### src/rtl/sdram_arbiter_if.sv
// Bus bundle for sdram_arbiter: read channels, ioctl download stream and the SDRAM controller port.
// The arbiter connects through the slave modport; the requesting side uses master.
interface sdram_arbiter_if #(
   parameter int NUM_CH = 4,
   parameter int ADDR_W = 23
);
   logic [NUM_CH-1:0]        ch_req;
   logic [NUM_CH*ADDR_W-1:0] ch_addr;
   logic [NUM_CH-1:0]        ch_ack;
   logic [NUM_CH-1:0]        ch_valid;
   logic [31:0]              ch_data;

   logic [24:0]              ioctl_addr;
   logic [7:0]               ioctl_data;
   logic [15:0]              ioctl_index;
   logic                     ioctl_wr;
   logic                     ioctl_download;

   logic [ADDR_W-1:0]        sdram_addr;
   logic [31:0]              sdram_data;
   logic                     sdram_we;
   logic                     sdram_req;
   logic                     sdram_ack;
   logic                     sdram_valid;
   logic [31:0]              sdram_q;

   logic                     stray_valid;
   logic                     dl_overrun;

   modport slave (
      input  ch_req, ch_addr, ioctl_addr, ioctl_data, ioctl_index, ioctl_wr, ioctl_download,
             sdram_ack, sdram_valid, sdram_q,
      output ch_ack, ch_valid, ch_data, sdram_addr, sdram_data, sdram_we, sdram_req,
             stray_valid, dl_overrun
   );

   modport master (
      output ch_req, ch_addr, ioctl_addr, ioctl_data, ioctl_index, ioctl_wr, ioctl_download,
             sdram_ack, sdram_valid, sdram_q,
      input  ch_ack, ch_valid, ch_data, sdram_addr, sdram_data, sdram_we, sdram_req,
             stray_valid, dl_overrun
   );
endinterface

### src/rtl/sdram_arbiter.sv
// SDRAM request arbiter: N read channels (fixed or round-robin) plus the packed ioctl write path.
// Read data is steered back to its channel through an in-order tag FIFO.
module sdram_arbiter #(
   parameter int NUM_CH    = 4,
   parameter int ADDR_W    = 23,
   parameter int RR_MODE   = 0,
   parameter int TAG_DEPTH = 4,
   parameter int DL_INDEX  = 0
) (
   input logic            clk,
   input logic            reset,
   sdram_arbiter_if.slave bus
);
   localparam int CH_W  = (NUM_CH > 1) ? $clog2(NUM_CH) : 1;
   localparam int PTR_W = $clog2(TAG_DEPTH);

   typedef enum logic [1:0] {IDLE, CH_REQ, DL_REQ} state_t;

   state_t            state, state_next;
   logic [CH_W-1:0]   grant_q, grant_next, rr_ptr, rr_idx;
   logic              grant_found;
   logic [ADDR_W-1:0] addr_q;
   logic [31:0]       data_q;

   logic [CH_W-1:0]   tag_mem [TAG_DEPTH];
   logic [PTR_W-1:0]  wr_ptr, rd_ptr;
   logic [PTR_W:0]    count;
   logic              fifo_full, fifo_empty, push, pop;

   logic [23:0]       pack_buf;
   logic [31:0]       dl_data;
   logic [ADDR_W-1:0] dl_addr;
   logic              dl_pending, dl_byte, dl_word, dl_done;
   logic              stray_q, overrun_q;

   assign fifo_full  = (count == (PTR_W+1)'(TAG_DEPTH));
   assign fifo_empty = (count == '0);
   assign push       = (state == CH_REQ) && bus.sdram_ack;
   assign pop        = bus.sdram_valid && !fifo_empty;
   assign dl_done    = (state == DL_REQ) && bus.sdram_ack;
   assign dl_byte    = bus.ioctl_download && bus.ioctl_wr && (bus.ioctl_index == 16'(DL_INDEX));
   assign dl_word    = dl_byte && (bus.ioctl_addr[1:0] == 2'd3);

   // NOTE: every variable written in always_comb gets a default first; a path that skips
   // an assignment would otherwise infer a latch.
   always_comb begin
      grant_found = 1'b0;
      grant_next  = '0;
      rr_idx      = '0;
      // Walk from the far end toward the preferred channel so the preferred one wins.
      if (RR_MODE != 0) begin
         for (int k = NUM_CH; k >= 1; k--) begin
            rr_idx = CH_W'((int'(rr_ptr) + k) % NUM_CH);
            if (bus.ch_req[rr_idx]) begin
               grant_found = 1'b1;
               grant_next  = rr_idx;
            end
         end
      end else begin
         for (int i = NUM_CH - 1; i >= 0; i--) begin
            if (bus.ch_req[i]) begin
               grant_found = 1'b1;
               grant_next  = CH_W'(i);
            end
         end
      end
   end

   // NOTE: sequential state uses non-blocking assignments so every register samples
   // pre-edge values regardless of process ordering.
   always_ff @(posedge clk) begin
      if (reset) state <= IDLE;
      else       state <= state_next;
   end

   always_comb begin
      state_next = state;
      unique case (state)
         IDLE: begin
            if (bus.ioctl_download) begin
               if (dl_pending) state_next = DL_REQ;
            end else if (grant_found && !fifo_full) begin
               state_next = CH_REQ;
            end
         end
         CH_REQ, DL_REQ: if (bus.sdram_ack) state_next = IDLE;
         default:        state_next = IDLE;
      endcase
   end

   always_comb begin
      bus.sdram_req  = 1'b0;
      bus.sdram_we   = 1'b0;
      bus.sdram_addr = '0;
      bus.sdram_data = '0;
      bus.ch_ack     = '0;
      bus.ch_valid   = '0;
      unique case (state)
         CH_REQ: begin
            bus.sdram_req  = 1'b1;
            bus.sdram_addr = addr_q;
            if (bus.sdram_ack) bus.ch_ack[grant_q] = 1'b1;
         end
         DL_REQ: begin
            bus.sdram_req  = 1'b1;
            bus.sdram_we   = 1'b1;
            bus.sdram_addr = addr_q;
            bus.sdram_data = data_q;
         end
         default: ;
      endcase
      if (pop) bus.ch_valid[tag_mem[rd_ptr]] = 1'b1;
   end

   assign bus.ch_data     = bus.sdram_q;
   assign bus.stray_valid = stray_q;
   assign bus.dl_overrun  = overrun_q;

   // NOTE: tag storage has no reset; only the pointers and count define which entries are live.
   always_ff @(posedge clk) begin
      if (push) tag_mem[wr_ptr] <= grant_q;
   end

   always_ff @(posedge clk) begin
      if (reset) begin
         rr_ptr     <= CH_W'(NUM_CH - 1);
         grant_q    <= '0;
         addr_q     <= '0;
         data_q     <= '0;
         wr_ptr     <= '0;
         rd_ptr     <= '0;
         count      <= '0;
         pack_buf   <= '0;
         dl_data    <= '0;
         dl_addr    <= '0;
         dl_pending <= 1'b0;
         stray_q    <= 1'b0;
         overrun_q  <= 1'b0;
      end else begin
         if (state == IDLE && state_next == CH_REQ) begin
            grant_q <= grant_next;
            addr_q  <= bus.ch_addr[int'(grant_next)*ADDR_W +: ADDR_W];
         end
         if (state == IDLE && state_next == DL_REQ) begin
            addr_q <= dl_addr;
            data_q <= dl_data;
         end

         if (push) begin
            wr_ptr <= wr_ptr + PTR_W'(1);
            rr_ptr <= grant_q;
         end
         if (pop) rd_ptr <= rd_ptr + PTR_W'(1);
         if (push && !pop)      count <= count + (PTR_W+1)'(1);
         else if (pop && !push) count <= count - (PTR_W+1)'(1);
         if (bus.sdram_valid && fifo_empty) stray_q <= 1'b1;

         if (dl_byte) begin
            unique case (bus.ioctl_addr[1:0])
               2'd0: pack_buf[7:0]   <= bus.ioctl_data;
               2'd1: pack_buf[15:8]  <= bus.ioctl_data;
               2'd2: pack_buf[23:16] <= bus.ioctl_data;
               default: begin
                  dl_data <= {bus.ioctl_data, pack_buf};
                  dl_addr <= ADDR_W'(bus.ioctl_addr[24:2]);
               end
            endcase
         end
         // A word finishing in the same cycle the previous write is acked is not an overrun.
         if (dl_word) begin
            dl_pending <= 1'b1;
            if (dl_pending && !dl_done) overrun_q <= 1'b1;
         end else if (dl_done) begin
            dl_pending <= 1'b0;
         end
      end
   end
endmodule

### src/flat_wrapper.sv
// flat-port wrapper written by rule: the top's interface ports become plain ports
module sdram_arbiter_flat 
#(
   parameter int NUM_CH    = 4,
   parameter int ADDR_W    = 23,
   parameter int RR_MODE   = 0,
   parameter int TAG_DEPTH = 4,
   parameter int DL_INDEX  = 0
)
  (clk, reset, bus_ch_req, bus_ch_addr, bus_ioctl_addr, bus_ioctl_data, bus_ioctl_index, bus_ioctl_wr, bus_ioctl_download, bus_sdram_ack, bus_sdram_valid, bus_sdram_q, bus_ch_ack, bus_ch_valid, bus_ch_data, bus_sdram_addr, bus_sdram_data, bus_sdram_we, bus_sdram_req, bus_stray_valid, bus_dl_overrun);
  sdram_arbiter_if #(.NUM_CH(NUM_CH), .ADDR_W(ADDR_W)) bus_i ();
  input logic clk;
  input logic reset;
  input wire logic [$bits(bus_i.ch_req)-1:0] bus_ch_req;
  input wire logic [$bits(bus_i.ch_addr)-1:0] bus_ch_addr;
  input wire logic [$bits(bus_i.ioctl_addr)-1:0] bus_ioctl_addr;
  input wire logic [$bits(bus_i.ioctl_data)-1:0] bus_ioctl_data;
  input wire logic [$bits(bus_i.ioctl_index)-1:0] bus_ioctl_index;
  input wire logic [$bits(bus_i.ioctl_wr)-1:0] bus_ioctl_wr;
  input wire logic [$bits(bus_i.ioctl_download)-1:0] bus_ioctl_download;
  input wire logic [$bits(bus_i.sdram_ack)-1:0] bus_sdram_ack;
  input wire logic [$bits(bus_i.sdram_valid)-1:0] bus_sdram_valid;
  input wire logic [$bits(bus_i.sdram_q)-1:0] bus_sdram_q;
  output wire logic [$bits(bus_i.ch_ack)-1:0] bus_ch_ack;
  output wire logic [$bits(bus_i.ch_valid)-1:0] bus_ch_valid;
  output wire logic [$bits(bus_i.ch_data)-1:0] bus_ch_data;
  output wire logic [$bits(bus_i.sdram_addr)-1:0] bus_sdram_addr;
  output wire logic [$bits(bus_i.sdram_data)-1:0] bus_sdram_data;
  output wire logic [$bits(bus_i.sdram_we)-1:0] bus_sdram_we;
  output wire logic [$bits(bus_i.sdram_req)-1:0] bus_sdram_req;
  output wire logic [$bits(bus_i.stray_valid)-1:0] bus_stray_valid;
  output wire logic [$bits(bus_i.dl_overrun)-1:0] bus_dl_overrun;
  assign bus_i.ch_req = bus_ch_req;
  assign bus_i.ch_addr = bus_ch_addr;
  assign bus_i.ioctl_addr = bus_ioctl_addr;
  assign bus_i.ioctl_data = bus_ioctl_data;
  assign bus_i.ioctl_index = bus_ioctl_index;
  assign bus_i.ioctl_wr = bus_ioctl_wr;
  assign bus_i.ioctl_download = bus_ioctl_download;
  assign bus_i.sdram_ack = bus_sdram_ack;
  assign bus_i.sdram_valid = bus_sdram_valid;
  assign bus_i.sdram_q = bus_sdram_q;
  assign bus_ch_ack = bus_i.ch_ack;
  assign bus_ch_valid = bus_i.ch_valid;
  assign bus_ch_data = bus_i.ch_data;
  assign bus_sdram_addr = bus_i.sdram_addr;
  assign bus_sdram_data = bus_i.sdram_data;
  assign bus_sdram_we = bus_i.sdram_we;
  assign bus_sdram_req = bus_i.sdram_req;
  assign bus_stray_valid = bus_i.stray_valid;
  assign bus_dl_overrun = bus_i.dl_overrun;
  sdram_arbiter #(.NUM_CH(NUM_CH), .ADDR_W(ADDR_W), .RR_MODE(RR_MODE), .TAG_DEPTH(TAG_DEPTH), .DL_INDEX(DL_INDEX)) u_core (.clk(clk), .reset(reset), .bus(bus_i));
endmodule
### config.mk
export PLATFORM = sky130hd
export DESIGN_NAME = sdram_arbiter_flat
export DESIGN_NICKNAME = d
export VERILOG_FILES = /design/src/rtl/sdram_arbiter_if.sv /design/src/rtl/sdram_arbiter.sv /design/src/flat_wrapper.sv
export SDC_FILE = /design/constraint.sdc
export NUM_CORES = 1
export LEC_CHECK = 0
export CORE_ASPECT_RATIO = 1.2
export CORE_MARGIN = 5
export CORE_UTILIZATION = 44
export CTS_BUF_LIST = sky130_fd_sc_hd__clkbuf_16
export CTS_CLUSTER_DIAMETER = 200
export DETAILED_ROUTE_END_ITERATION = 12
export PLACE_DENSITY = 0.92
export REMOVE_ABC_BUFFERS = 1
export SYNTH_ARGS = -nofsm -noshare
export SYNTH_HDL_FRONTEND = slang
export SYNTH_SLANG_ARGS = --single-unit
### constraint.sdc
create_clock -name clk -period 3.33 [get_ports clk]
set_clock_uncertainty 0.1 [all_clocks]
set_input_delay 0.999 -clock clk [delete_from_list [all_inputs] [get_ports clk]]
set_output_delay 0.999 -clock clk [all_outputs]
set_load 0.005 [all_outputs]
Yosys cells after proc, flatten, opt, wreduce, memory -nomap -nowiden --
Memory sizes are Yosys's and may differ from the RTL's. A register that Yosys moved wholly into a read port is not among the register bits. Index checks and enable logic that the tools add are counted.
Operators by class: mux-type cells 34, multiply operators 1, bitwise logic cells 1, add/subtract/negate cells 4, order comparisons 4, shift-type cells 1, reductions and logical operators 34, eq/ne operators 8
Operators with widths (number):
- 92-bit by 32-bit indexed part select with 23-bit output | 1
- 23-bit two-way mux | 3
- 32-bit two-way mux | 1
- 2-bit two-way mux | 10
- 16-bit zero test | 1
- 1-bit logical AND | 15
- 1-bit two-way mux | 12
- 4-bit two-way mux | 3
- 2-bit AND reduction | 5
- 2-bit equality test, second input constant | 4
- 2-bit by 5-bit multiplier with 7-bit output, second input constant | 1
- 2-bit by 1-bit equality test with 1-bit output, second input constant | 3
- 2-bit by 3-bit less-than comparator with 1-bit output, second input constant | 2
- 3-bit two-way mux | 2
- 2-bit nonzero test | 3
- 1-bit zero test | 5
- 2-bit by 1-bit adder with 2-bit output, second input constant | 2
- 1-bit demux with 2-bit select | 2
- 2-bit by 1-bit >= comparator with 1-bit output, second input constant | 2
- 2-bit zero test | 2
- 2-bit case mux with 2 select lines | 1
- 3-bit by 1-bit adder with 3-bit output, second input constant | 1
- 3-bit equality test, second input constant | 1
- 3-bit zero test | 1
- 4 further kinds | 4
Word-level totals: memories kept 1, logic and storage cells 103, RAM bits 8, register bits 148
Memories:
- u_core.tag_mem | depth 4, bits a word 2, rd ports 1, clocked after memory_dff 1, wr ports 1, line sdram_arbiter.sv:25 | logic [CH_W-1:0] tag_mem [TAG_DEPTH];

Logic depth before layout (Yosys ltp) --
depth after elaboration 12, mapped depth 10, mapped depth without buffers 10

Least setup slack after synthesis --
Ideal clock, no wire load.
path type input-to-output, from in bus_sdram_valid, to out bus_ch_valid[2], stages on the path 3, setup slack 637 ps, required time 2231 ps, arrival 1594 ps, path through nor2b_1 > inv_1 > nor3b_1
On the way: word-level cells in the longest chain between the ends 2
Ends and longest elaborated chain:
- from (decl) | line flat_wrapper.sv:22 | input wire logic [$bits(bus_i.sdram_valid)-1:0] bus_sdram_valid;
- 1-bit logical AND | line sdram_arbiter.sv:39 | assign pop = bus.sdram_valid && !fifo_empty;
- 4-bit two-way mux | line sdram_arbiter.sv:112 | if (pop) bus.ch_valid[tag_mem[rd_ptr]] = 1'b1;
- to (decl) | line flat_wrapper.sv:25 | output wire logic [$bits(bus_i.ch_valid)-1:0] bus_ch_valid;
Every way passes these cells.

Worst setup path in the final report --
from in bus_sdram_valid, to out bus_ch_valid[1]
The elaborated chain is that of the path after synthesis.

==> impl_metrics.toml <==
[route]
viasPerCell = 5.25
first_pass_iters = 5
antenna_left = 0
dr_total_vias = 6581
drc = 0
drt-total-wl_mm = 21.7
wl_per_cell_um = 17.3
drtIter0Drc = 361

[floorplanning]
die_w_um = 128
io_pins = 282
coreArea_um2 = 16300
die_area_um2 = 19400
die_y_um = 151
initial_core_util_pct = 44.9
rows = 51

[layout]
layout_common_cells = "clkdlybuf4s50_1, nand2_1, dfxtp_1, a21oi_1, nor2_1"
layout-drive-gt1-share_pct = 10.1
area_delta_synth_final_pct = 38.8
final_common_cell = "clkdlybuf4s50_1"
fin_nets = 1221
diodes = 0
final_core_util_pct = 62.3

[place]
gp_congestion = 0.915
place_hpwl_mm = 16.1
io_buffer_count = 217

[critical_path]
crit_arrival_ps = 2160
r2r_slack_ps = 480
slowest_stage = "clkdlybuf4s50_1"
crit_required_ps = 2230
max_stage_delay_ps = 490
path_cells = "clkdlybuf4s50_1 > nor2b_4 > buf_4 > nand2_1 > nor2_1 > dlygate4sd2_1"
cp_max_fo = 4
worstReg2RegStart = "u_core.state[1]$_SDFF_PP0_"
crit_path_end_kind = "primary output"
start_kind = "primary input"
rr_endpoint = "u_core.addr_q[0]$_SDFFE_PP0P_"
critPathKind = "primary input to primary output"
reg2reg_depth = 7

[global_route]
busiest_layer = "met2"
grt_pass1_vias = 6495
grtUsageTotal_pct = 22.0
grt_pass1_wl_mm = 33.4
grt_max_degree = 78
grt_use_met1_pct = 23.9
met3_usage_pct = 9.24
antenna_found_initial = 0
grt_overflow_total = 0
grtUsageMet2_pct = 38.4

[cts]
cts_root_buffer = "clkbuf_16"
clock_sinks = 158
cts_setup_buffers = 0
cts_buffers = 17
cts_tree = "done"
htreeDepth = 4
path_clk_slew_ps = 60
worstSkewPairLatency_ps = 410
clock_path_buffers = 2

[yosys]
synth_cells = 847
seq_area_frac_synth_pct = 44.2
ys.flop_type = "dfxtp_1"
synthArstFlopShare_pct = 0
avgSynthCellArea_um2 = 8.66
yosysWarnings = 0
synth_seq_cells = 158
syn_area_um2 = 7340
synth_edf_count = 8
synth_cell_type_count = 43

[job]
cap_violations = 0

[pwr]
p_leak_nw = 3.65
clkPwrFrac_pct = 36.9
power.switching_mw = 1.28
power_frac_seq_pct = 43.8
power_density_nw_per_um2 = 468
ir_worst_vdd_mv = 0.264
combPwrFrac_pct = 19.3
internal_power_mw = 3.48
swShare_pct = 27.0

[sta]
rsz0062_at_grt = "yes"
fmax_ghz = 0.307
setup_viol = 0
finalMaxSlewViolations = 0
hold_viol = 0
worstMarginPinSlew_ps = 1100
slew_headroom_pct = 26.4
final.min_clock_period_ps = 3260
tns_ps = 0
post-route-period-util_pct = 97.9

[hold_path]
min_to = "u_core.dl_data[7]$_SDFFE_PP0P_"
hold_path_depth = 2
worstHoldStart = "u_core.pack_buf[7]$_SDFFE_PP0P_"
min_path_type = "register to register"

[outcome]
status = "finished, final reports clean"
## worst max-delay path by stage
stage / start / endpoint / slack [ps] / cells past startpoint
6_report: bus_sdram_valid / bus_ch_valid[1] / 70 / 6
2_1_floorplan: bus_ioctl_index[10] / u_core.bus.dl_overrun$_SDFFE_PP0P_ / -2680 / 5
4_1_cts: bus_sdram_valid / bus_ch_valid[1] / 60 / 6
3_5_place_dp: bus_sdram_ack / u_core.addr_q[1]$_SDFFE_PP0P_ / -250 / 7
3_3_place_gp: bus_sdram_valid / bus_ch_valid[2] / -200 / 5
5_1_grt: bus_sdram_valid / bus_ch_valid[2] / -10 / 5
## registers in the layout, summed over array words and instances, names as in the netlist, named ones only
signal                  flops
u_core.grant_q              2
u_core.pack_buf            24
u_core.tag_mem              8
u_core.bus.stray_valid      1
u_core.dl_data             32
u_core.bus.dl_overrun       1
u_core.count                3
u_core.dl_addr             23
u_core.rd_ptr               2
u_core.dl_pending           1
u_core.data_q              32
u_core.addr_q              23
u_core.wr_ptr               2
u_core.state                2
## logic make-up after synthesis
logic type      after synthesis  synth area share [%]
mux                          48                  10.5
compound gates              120                  8.85
simple gates                405                  26.2
flops                       158                  44.2
xor+xnor                      5                 0.597
buf+inv                     101                  7.81
fa+ha+maj                    10                  1.81
## per-layer routing
metal,up-vias,wire length (µm)
met1,3092,7850
met5,-,0
met4,0,612
li1,3179,-
met2,263,11000
met3,47,2220
## per-stage QoR
stage	total power [mW]	cells	hold WS, ps	worst slack, ps	cell area [µm²]
2_1_floorplan	2.53	759	325	-2680	6810
4_1_cts	4.79	1253	349	57.3	10200
5_1_grt	4.98	1253	370	-12.0	10200
6_report	4.76	1253	343	70.3	10200
3_3_place_gp	2.99	1221	336	-201	9620
3_5_place_dp	3.03	1221	343	-254	9620
## what timing repair did
action	in CTS	in global routing
pin swaps	0	0
cloned	0	0
hold buffers	0	0
gates resized for setup	12	1
setup endpoints to repair	31	3
## cells in the mapped netlist, types with 8 or more instances
master / instances / area share, %
a21oi_1: 96 / 6.5
and2_1: 55 / 4.7
buf_2: 14 / 0.96
buf_4: 39 / 4.0
clkbuf_1: 30 / 1.5
dfxtp_1: 150 / 41
edfxtp_1: 8 / 3.3
ha_1: 9 / 1.5
inv_1: 13 / 0.67
mux2i_1: 25 / 3.4
mux4_2: 23 / 7.1
nand2_1: 191 / 9.8
nor2_1: 80 / 4.1
nor3_1: 26 / 1.8
nor4_1: 25 / 2.1
## power groups by stage
stage | Clock (mW) | Sequential, mW | Combinational (mW)
after detailed placement | 0 | 2.13 | 0.904
after global placement | 0 | 2.12 | 0.870
after floorplan | 0 | 2.11 | 0.430
after CTS | 1.79 | 2.08 | 0.920
after global routing | 1.87 | 2.10 | 1.01
final | 1.76 | 2.09 | 0.917
## area by class of cell
type	instances	area [µm²]
sequential	158	3250
inverter	13	48.8
tap	212	265
multi-input combinational	588	3560
clock buffer	17	425
clock inverter	15	111
fill	1336	6160
timing repair buffer	250	2520
## worst max-delay path, delay by kind of cell
kind	cells	cell delay (ps)
and+or+nand+nor	3	300
buffers and inverters	3	870
Power figures use the tool's default switching activity.
